### config.mk
export PLATFORM = sky130hd
export DESIGN_NAME = mbist_controller_flat
export DESIGN_NICKNAME = d
export VERILOG_FILES = /design/src/rtl/mbist_controller_if.sv /design/src/rtl/mbist_controller.sv /design/src/flat_wrapper.sv
export SDC_FILE = /design/constraint.sdc
export NUM_CORES = 1
export LEC_CHECK = 0
export CAP_MARGIN = 30
export CORE_MARGIN = 1
export CORE_UTILIZATION = 49
export DETAILED_ROUTE_END_ITERATION = 8
export MAX_ROUTING_LAYER = met4
export PLACE_DENSITY = 0.79
export SYNTH_ARGS = -nofsm -noshare
export SYNTH_HDL_FRONTEND = slang
export SYNTH_SLANG_ARGS = --single-unit
### constraint.sdc
create_clock -name clk -period 3.05 [get_ports clk]
set_clock_uncertainty 0.05 [all_clocks]
set_input_delay 0.61 -clock clk [delete_from_list [all_inputs] [get_ports clk]]
set_output_delay 0.61 -clock clk [all_outputs]
set_load 0.005 [all_outputs]
### src/rtl/mbist_controller_if.sv
// mbist_controller_if: groups the BIST-side memory bus and the test control/status lines.
// Latency: none, this is wiring only. Backpressure: none, the memory accepts one op per cycle.
// Ports: master = controller (drives NbarT/addr/wdata/we/re/done/fail/fail_addr, samples start/rdata);
//        slave = memory/test host (drives start/rdata, samples the rest).
interface mbist_controller_if #(
  parameter int ADDR_WIDTH = 4,
  parameter int DATA_WIDTH = 10
);
  logic                  start;
  logic                  NbarT;
  logic [ADDR_WIDTH-1:0] addr;
  logic [DATA_WIDTH-1:0] wdata;
  logic                  we;
  logic                  re;
  logic [DATA_WIDTH-1:0] rdata;
  logic                  done;
  logic                  fail;
  logic [ADDR_WIDTH-1:0] fail_addr;

  modport master (
    input  start, rdata,
    output NbarT, addr, wdata, we, re, done, fail, fail_addr
  );

  modport slave (
    output start, rdata,
    input  NbarT, addr, wdata, we, re, done, fail, fail_addr
  );
endinterface

### src/rtl/mbist_controller.sv
// mbist_controller: March C- sequencer for a single-port synchronous memory (10*2^ADDR_WIDTH ops).
// Latency: first op registered on the start edge; each read compared 2 edges after it is issued.
// Backpressure: none; one op per cycle, start ignored while running.
// Ports: clk, rst (async active-high), bus (mbist_controller_if.master: start, rdata in;
//        NbarT, addr, wdata, we, re, done, fail, fail_addr out; all outputs registered).
// Option: define MBIST_STOP_ON_FAIL_EN to end the test at the first mismatching compare.
module mbist_controller #(
  parameter int ADDR_WIDTH = 4,
  parameter int DATA_WIDTH = 10
) (
  input  logic               clk,
  input  logic               rst,
  mbist_controller_if.master bus
);

  typedef enum logic [1:0] {IDLE, RUN, DONE} state_t;

  localparam logic [ADDR_WIDTH-1:0] ADDR_MAX = '1;
  localparam logic [DATA_WIDTH-1:0] BG_ONE   = '1;
  localparam logic [DATA_WIDTH-1:0] BG_ZERO  = '0;

  state_t                state_q, state_n;
  logic [2:0]            elem_q, elem_n;
  logic [ADDR_WIDTH-1:0] addr_q, addr_n;
  logic [DATA_WIDTH-1:0] wdata_q, wdata_n;
  logic                  we_q, we_n;
  logic                  re_q, re_n;
  logic                  nbart_q, nbart_n;
  logic                  done_q, done_n;
  logic                  fail_q, fail_n;
  logic [ADDR_WIDTH-1:0] fail_addr_q, fail_addr_n;
  // compare stage: holds the read issued on the previous cycle
  logic                  cmp_vld_q, cmp_vld_n;
  logic                  cmp_last_q, cmp_last_n;
  logic [DATA_WIDTH-1:0] cmp_exp_q, cmp_exp_n;
  logic [ADDR_WIDTH-1:0] cmp_addr_q, cmp_addr_n;

  logic elem_up;
  logic elem_last_addr;
  logic op_active;
  logic mismatch;

  // Background written by each element: E1 and E3 write ones, E0/E2/E4 write zeros.
  function automatic logic [DATA_WIDTH-1:0] wr_bg(input logic [2:0] e);
    return (e == 3'd1 || e == 3'd3) ? BG_ONE : BG_ZERO;
  endfunction

  // Background expected by each element's read: E2 and E4 read ones, the rest zeros.
  function automatic logic [DATA_WIDTH-1:0] rd_bg(input logic [2:0] e);
    return (e == 3'd2 || e == 3'd4) ? BG_ONE : BG_ZERO;
  endfunction

  always_comb begin
    elem_up        = !(elem_q == 3'd3 || elem_q == 3'd4);
    elem_last_addr = elem_up ? (addr_q == ADDR_MAX) : (addr_q == '0);
  end

  // The registered strobes double as the op phase; both low in RUN means draining compares.
  assign op_active = we_q | re_q;
  assign mismatch  = cmp_vld_q && (bus.rdata != cmp_exp_q);

  always_comb begin
    state_n     = state_q;
    elem_n      = elem_q;
    addr_n      = '0;
    wdata_n     = '0;
    we_n        = 1'b0;
    re_n        = 1'b0;
    nbart_n     = 1'b0;
    done_n      = done_q;
    fail_n      = fail_q;
    fail_addr_n = fail_addr_q;
    cmp_vld_n   = 1'b0;
    cmp_last_n  = 1'b0;
    cmp_exp_n   = '0;
    cmp_addr_n  = '0;

    case (state_q)
      IDLE, DONE: begin
        if (bus.start) begin
          // first op of E0 (w0 at address 0) goes out on this same edge
          state_n     = RUN;
          nbart_n     = 1'b1;
          elem_n      = 3'd0;
          we_n        = 1'b1;
          done_n      = 1'b0;
          fail_n      = 1'b0;
          fail_addr_n = '0;
        end
      end

      RUN: begin
        nbart_n    = 1'b1;
        cmp_vld_n  = re_q;
        cmp_last_n = re_q && (elem_q == 3'd5) && (addr_q == ADDR_MAX);
        cmp_exp_n  = re_q ? rd_bg(elem_q) : BG_ZERO;
        cmp_addr_n = addr_q;

        if (re_q && elem_q != 3'd5) begin
          // read-then-write pair on the same address
          we_n    = 1'b1;
          addr_n  = addr_q;
          wdata_n = wr_bg(elem_q);
        end else if (op_active && !elem_last_addr) begin
          addr_n = elem_up ? addr_q + 1'b1 : addr_q - 1'b1;
          if (elem_q == 3'd0) begin
            we_n = 1'b1;
          end else begin
            re_n = 1'b1;
          end
        end else if (op_active && elem_q != 3'd5) begin
          // element boundary: every element after E0 opens with a read
          elem_n = elem_q + 3'd1;
          addr_n = (elem_q == 3'd2 || elem_q == 3'd3) ? ADDR_MAX : '0;
          re_n   = 1'b1;
        end

        if (mismatch && !fail_q) begin
          fail_n      = 1'b1;
          fail_addr_n = cmp_addr_q;
        end

`ifdef MBIST_STOP_ON_FAIL_EN
        if (mismatch || (cmp_vld_q && cmp_last_q)) begin
`else
        if (cmp_vld_q && cmp_last_q) begin
`endif
          state_n    = DONE;
          done_n     = 1'b1;
          nbart_n    = 1'b0;
          we_n       = 1'b0;
          re_n       = 1'b0;
          addr_n     = '0;
          wdata_n    = '0;
          cmp_vld_n  = 1'b0;
          cmp_last_n = 1'b0;
        end
      end

      default: state_n = IDLE;
    endcase
  end

  always_ff @(posedge clk or posedge rst) begin
    if (rst) begin
      state_q     <= IDLE;
      elem_q      <= '0;
      addr_q      <= '0;
      wdata_q     <= '0;
      we_q        <= 1'b0;
      re_q        <= 1'b0;
      nbart_q     <= 1'b0;
      done_q      <= 1'b0;
      fail_q      <= 1'b0;
      fail_addr_q <= '0;
      cmp_vld_q   <= 1'b0;
      cmp_last_q  <= 1'b0;
      cmp_exp_q   <= '0;
      cmp_addr_q  <= '0;
    end else begin
      state_q     <= state_n;
      elem_q      <= elem_n;
      addr_q      <= addr_n;
      wdata_q     <= wdata_n;
      we_q        <= we_n;
      re_q        <= re_n;
      nbart_q     <= nbart_n;
      done_q      <= done_n;
      fail_q      <= fail_n;
      fail_addr_q <= fail_addr_n;
      cmp_vld_q   <= cmp_vld_n;
      cmp_last_q  <= cmp_last_n;
      cmp_exp_q   <= cmp_exp_n;
      cmp_addr_q  <= cmp_addr_n;
    end
  end

  assign bus.NbarT     = nbart_q;
  assign bus.addr      = addr_q;
  assign bus.wdata     = wdata_q;
  assign bus.we        = we_q;
  assign bus.re        = re_q;
  assign bus.done      = done_q;
  assign bus.fail      = fail_q;
  assign bus.fail_addr = fail_addr_q;

endmodule

### src/flat_wrapper.sv
// flat-port wrapper written by rule: the top's interface ports become plain ports
module mbist_controller_flat 
#(
  parameter int ADDR_WIDTH = 4,
  parameter int DATA_WIDTH = 10
)
  (clk, rst, bus_start, bus_rdata, bus_NbarT, bus_addr, bus_wdata, bus_we, bus_re, bus_done, bus_fail, bus_fail_addr);
  mbist_controller_if #(.ADDR_WIDTH(ADDR_WIDTH), .DATA_WIDTH(DATA_WIDTH)) bus_i ();
  input  logic clk;
  input  logic rst;
  input wire logic [$bits(bus_i.start)-1:0] bus_start;
  input wire logic [$bits(bus_i.rdata)-1:0] bus_rdata;
  output wire logic [$bits(bus_i.NbarT)-1:0] bus_NbarT;
  output wire logic [$bits(bus_i.addr)-1:0] bus_addr;
  output wire logic [$bits(bus_i.wdata)-1:0] bus_wdata;
  output wire logic [$bits(bus_i.we)-1:0] bus_we;
  output wire logic [$bits(bus_i.re)-1:0] bus_re;
  output wire logic [$bits(bus_i.done)-1:0] bus_done;
  output wire logic [$bits(bus_i.fail)-1:0] bus_fail;
  output wire logic [$bits(bus_i.fail_addr)-1:0] bus_fail_addr;
  assign bus_i.start = bus_start;
  assign bus_i.rdata = bus_rdata;
  assign bus_NbarT = bus_i.NbarT;
  assign bus_addr = bus_i.addr;
  assign bus_wdata = bus_i.wdata;
  assign bus_we = bus_i.we;
  assign bus_re = bus_i.re;
  assign bus_done = bus_i.done;
  assign bus_fail = bus_i.fail;
  assign bus_fail_addr = bus_i.fail_addr;
  mbist_controller #(.ADDR_WIDTH(ADDR_WIDTH), .DATA_WIDTH(DATA_WIDTH)) u_core (.clk(clk), .rst(rst), .bus(bus_i));
endmodule
Yosys cells after proc, flatten, opt, wreduce, memory -nomap -nowiden

Cells that the tools add are included.

Register bits: 44
Input bits: 13
Output and inout bits: 23
Logic and storage cells: 108

Add/subtract/negate cells: 3
Equal/unequal tests: 17
Mux-type cells: 50
Bitwise operators: 1
Reductions and logical operators: 23

Operators by type and width:

| kind                                                 | count |
|---|---|
| two-way mux 10 bit                                   | 7 |
| two-way mux 4 bit                                    | 10 |
| two-way mux 1 bit                                    | 20 |
| two-way mux 3 bit                                    | 4 |
| != test 10 bit                                       | 1 |
| logical AND 1 bit                                    | 8 |
| case mux 1 bit (2 select lines)                      | 4 |
| case mux 4 bit (2 select lines)                      | 1 |
| equality test 3 x 2 -> 1 bit (second input constant) | 2 |
| equality test 3 bit (second input constant)          | 2 |
| != test 2 x 1 -> 1 bit (second input constant)       | 3 |
| != test 2 bit (second input constant)                | 3 |
| != test 3 bit (second input constant)                | 2 |
| case mux 3 bit (2 select lines)                      | 1 |
| AND reduction 3 bit                                  | 2 |
| AND reduction 5 bit                                  | 1 |
| adder 4 x 1 -> 4 bit (second input constant)         | 1 |
| equality test 4 bit (second input constant)          | 1 |
| zero test 4 bit                                      | 1 |
| logical OR 1 bit                                     | 4 |
| two-way mux 2 bit                                    | 2 |
| case mux 2 bit (2 select lines)                      | 1 |
| subtractor 4 x 1 -> 4 bit (second input constant)    | 1 |
| adder 3 x 1 -> 3 bit (second input constant)         | 1 |
| other kinds (10)                                     | 11 |

Logic depth before layout (Yosys ltp)

Depth after elaboration: 9
Gate-level depth with buffers: 8
Depth with buffers taken out: 8

Least setup slack after synthesis

Ideal clock, no wire load.

Path kind: reg2reg
Start: register u_core.elem_q[0]
End: register u_core.addr_q[3] (netlist: u_core.bus.addr[3])
Setup time: 0.101 ns
Arrival time: 2.181 ns
Data required time: 2.899 ns
Path slack: 0.718 ns
Cell stages (with the launch flop): 9
Path buffers: 0
Period minus slack after synthesis: 2.332 ns
Path through: dfrtp_1 > inv_1 > ha_1 > mux2_2 > ha_1 > and3_2 > or3_1 > nor4bb_1 > nor4_1

Cells in the longest elaborated chain, start to end: 9
Elaborated cells on any way between the ends: 19
Those cells by class: 5 x eq/ne; 8 x mux; 6 x reduce/logical

Ends and longest elaborated chain:

| element                                                             | RTL line                                        | source |
|---|---|---|
| start, declared                                                     | mbist_controller.sv:23                          | `logic [2:0] elem_q, elem_n;` |
| start signal, assigned                                              | mbist_controller.sv:162                         | `elem_q <= elem_n;` |
| equality test 3 x 2 -> 1 bit or equality test 3 bit (tied branches) | mbist_controller.sv:54, mbist_controller.sv:114 |  |
| logical OR 1 bit                                                    | mbist_controller.sv:54                          | `elem_up = !(elem_q == 3'd3 \|\| elem_q == 3'd4);` |
| two-way mux 1 bit                                                   | mbist_controller.sv:55                          | `elem_last_addr = elem_up ? (addr_q == ADDR_MAX) : (addr_q == '0);` |
| zero test 1 bit                                                     | mbist_controller.sv:104                         | `end else if (op_active && !elem_last_addr) begin` |
| logical AND 1 bit                                                   | mbist_controller.sv:104                         |  |
| two-way mux 4 bit                                                   | mbist_controller.sv:104                         |  |
| two-way mux 4 bit                                                   | mbist_controller.sv:99                          | `if (re_q && elem_q != 3'd5) begin` |
| two-way mux 4 bit                                                   | mbist_controller.sv:126                         | `if (cmp_vld_q && cmp_last_q) begin` |
| two-way mux 4 bit                                                   | mbist_controller.sv:78                          | `case (state_q)` |
| end signal, assigned                                                | mbist_controller.sv:163                         | `addr_q <= addr_n;` |
| end, declared                                                       | mbist_controller.sv:24                          | `logic [ADDR_WIDTH-1:0] addr_q, addr_n;` |

Several ways; a longest one is shown, not always the timed one. The select of a mux whose other input is x is not followed.
A chain may end at the register's enable or synchronous reset.

Worst setup path in the final report

Ends and elaborated chain as after synthesis.

==> flow_summary.yaml <==
detailed_routing:
  finalWirelength_mm: 3.08
  drc: 4
  viasPerCell: 5.66
  antenna_left: 0
  drtPass1Iterations: 6
  dr.first_iter.drc_count: 41
  wl_per_cell_um: 14.6
  route.vias.total: 1194
pwr:
  p_per_area_nw_per_um2: 865
  leakage_nw: 0.864
  ir_worst_vdd_uv: 576
cts:
  cts.path.max_buffers: 2
  postCtsSetupBuffers: 0
  insertion_delay_ns: 0.33
  root_buffer: "clkbuf_4"
  cts.reportedPaths.clkPinSlew_ns: 0.15
  ctsHoldBuffers: 0
  numCtsBuffers: 3
  ctsResizeCount: 0
  cts_tree: "yes"
  cts_max_level: 1
  clock-sinks: 26
yosys:
  syn-instance-count: 152
  postSynthAreaPerCell_sq_um: 9.85
  async_reset_ff_share_pct: 100
  synth_edf_count: 0
  netlist_area_sq_um: 1500
  yosysUniqueCellTypes: 41
  synth_top_area_share_pct: 43.4
  yosysSeqAreaShare_pct: 43.4
  yosysTopAreaCell: "dfrtp_1"
  synth.area.top_cells: "dfrtp_1, nand2_1, ha_1, mux2i_1, buf_4"
  synth-main-ff-cell: "dfrtp_1"
  syn_nets: 173
  yosys_warnings: 0
  ys_seq_elements: 26
setup_path:
  crit_required_ns: 3.24
  worstSetupEndpointType: "register"
  max_stage_delay_ns: 0.44
  critPathSlowestCell: "dfrtp_1"
  path_class: "reg -> reg"
  r2r_setup_slack_ns: 0.51
  ff2ff_path_depth: 8
  worst_path_most_repeated_cell: "ha_1"
  cp-start-kind: "register"
  reg2reg_to: "u_core.bus.addr[3]$_DFFE_PP0P_"
  worst-path-buf-inv: 1
  path_cells: "inv_1 -> ha_1 -> mux2_2 -> ha_1 -> and3_2 -> or3_1 -> nor4bb_1 -> nor4_1"
  path_max_fanout: 6
  rr_startpoint: "u_core.elem_q[0]$_DFFE_PP0P_"
  cp.arrival_ns: 2.74
  cp_top_family: "simple AND/OR/NAND/NOR gates"
finish:
  insertedDiodeCount: 0
  final_common_cell: "clkdlybuf4s50_1"
  stdcell_count: 211
  num-nets-final: 202
  syn2layout_area_growth_pct: 24.3
  mostFrequentLayoutCells: "clkdlybuf4s50_1, nand2_1, dfrtp_1, mux2i_1, inv_1"
  drive_above_1_share_pct: 8.89
placement:
  numPortBuffers: 35
  placed_cells: 207
  hpwl_mm: 2.36
  gp_congestion: 0.858
global_routing:
  antenna_found_initial: 0
  grt_pass1_wl_mm: 5.20
  grt_pass1_vias: 1212
  grt_max_degree: 27
  grt-ovfl-total: 0
  grt_usage_pct: 21.0
worst_hold_path:
  hp-class: "reg -> reg"
  hold_path_end: "u_core.bus.fail_addr[0]$_DFFE_PP0P_"
  whs_path_depth: 2
  min_from: "u_core.cmp_addr_q[0]$_DFF_PP0_"
floorplan:
  fp.dieArea_sq_um: 3280
  start_util_pct: 52.9
  die_w_um: 57.3
  core_area_sq_um: 2830
  io_pins: 36
  rows: 19
  die_h_um: 57.3
timing:
  setup_viol: 0
  period_share_pct: 83.4
  maxSlewViolCount: 0
  tightest_slew_ns: 0.830
  fmax_mhz: 393
  period_needed_ns: 2.54
  fin_setup_tns_ns: 0
  relSlewSlack_pct: 44.6
  rsz0062_at_grt: "no"
  finalHoldViolations: 0
outcome:
  failed_checks: "DRC"
  status: "complete, but fails checks"
flow_run:
  max-cap-violations: 0
==> where the power goes <==
group	total, mW	internal (mW)	switching [mW]
clock	0.238	0.133	0.105
combinational	0.794	0.438	0.356
sequential	0.579	0.455	0.124
==> kinds of logic (layout without fill, tap and decap cells) <==
kind of cell	Yosys count	after routing	share of synthesized area (%)
muxes	10	10	7.10
DFF	26	26	43.4
adders and majority gates	8	8	7.18
buffers and inverters	21	49	8.19
xor gates and xnor gates	1	1	0.585
and+or+nand+nor	69	69	24.2
AOI/OAI and AO/OA	17	17	9.27
==> stage by stage <==
stage | util (%) | worst slack [ns] | hold slack [ns] | power (mW) | instance area [sq um]
2_1_floorplan | - | 0.718 | 0.416 | 1.11 | 1500
3_3_place_gp | 64.0 | 0.662 | 0.426 | 1.35 | 1810
3_5_place_dp | 64.0 | 0.514 | 0.435 | 1.38 | 1810
4_1_cts | 65.8 | 0.490 | 0.458 | 1.62 | 1860
5_1_grt | 65.8 | 0.377 | 0.491 | 1.73 | 1860
6_report | 65.8 | 0.505 | 0.461 | 1.61 | 1860
==> cell usage after synthesis, types with 2 or more instances <==
cell	count
o21ai_0	4
a32o_1	2
inv_1	8
o2111ai_1	2
nor2_1	5
nor3_1	4
nor2b_1	3
nor4_1	3
dfrtp_1	26
nand2b_1	4
clkbuf_1	3
nand4_1	4
or3_1	2
buf_4	9
and2_1	3
mux2i_1	8
nand3_1	4
and3_2	3
ha_1	7
nand2_1	27
==> how the worst max path moves through the flow <==
stage	start	end	slack, ns	depth (start not counted)
after floorplan	u_core.elem_q[0]$_DFFE_PP0P_	u_core.bus.addr[3]$_DFFE_PP0P_	0.72	8
after global routing	u_core.elem_q[0]$_DFFE_PP0P_	u_core.bus.addr[3]$_DFFE_PP0P_	0.38	8
after CTS	u_core.elem_q[0]$_DFFE_PP0P_	u_core.bus.addr[3]$_DFFE_PP0P_	0.49	8
after detailed placement	u_core.elem_q[0]$_DFFE_PP0P_	u_core.bus.addr[3]$_DFFE_PP0P_	0.51	8
after global placement	u_core.elem_q[0]$_DFFE_PP0P_	u_core.bus.addr[3]$_DFFE_PP0P_	0.66	8
final	u_core.elem_q[0]$_DFFE_PP0P_	u_core.bus.addr[3]$_DFFE_PP0P_	0.51	8
==> layer usage <==
layer / part of all wire (%) / vias up / global-route usage (%)
met5: 0 / - / -
met2: 51 / 32 / 38.5
met4: 1.5 / 0 / 7.67
met3: 4.0 / 5 / 1.81
li1: - / 581 / -
met1: 44 / 576 / 23.7
==> state kept, by name, summed over array words and instances, names as in the netlist, 2 cells and up <==
register	flops
u_core.cmp_addr_q	4
u_core.bus.addr	4
u_core.bus.fail_addr	4
u_core.elem_q	3
u_core.state_q	2
==> worst min-delay path, cell delays in order (launching register included) <==
cell and delay [ns]:
dfrtp_1 0.39, nand2_1 0.05, mux2i_1 0.05
==> cell type report <==
class | count | area, sq um
Clock buffer | 3 | 22.5
Timing Repair Buffer | 37 | 365
Multi-Input combinational cell | 105 | 724
Inverter | 8 | 30.0
Tap cell | 31 | 38.8
Fill cell | 253 | 967
Clock inverter | 1 | 30.0
Sequential cell | 26 | 651
Note: power is estimated with default switching activity, not from simulation.
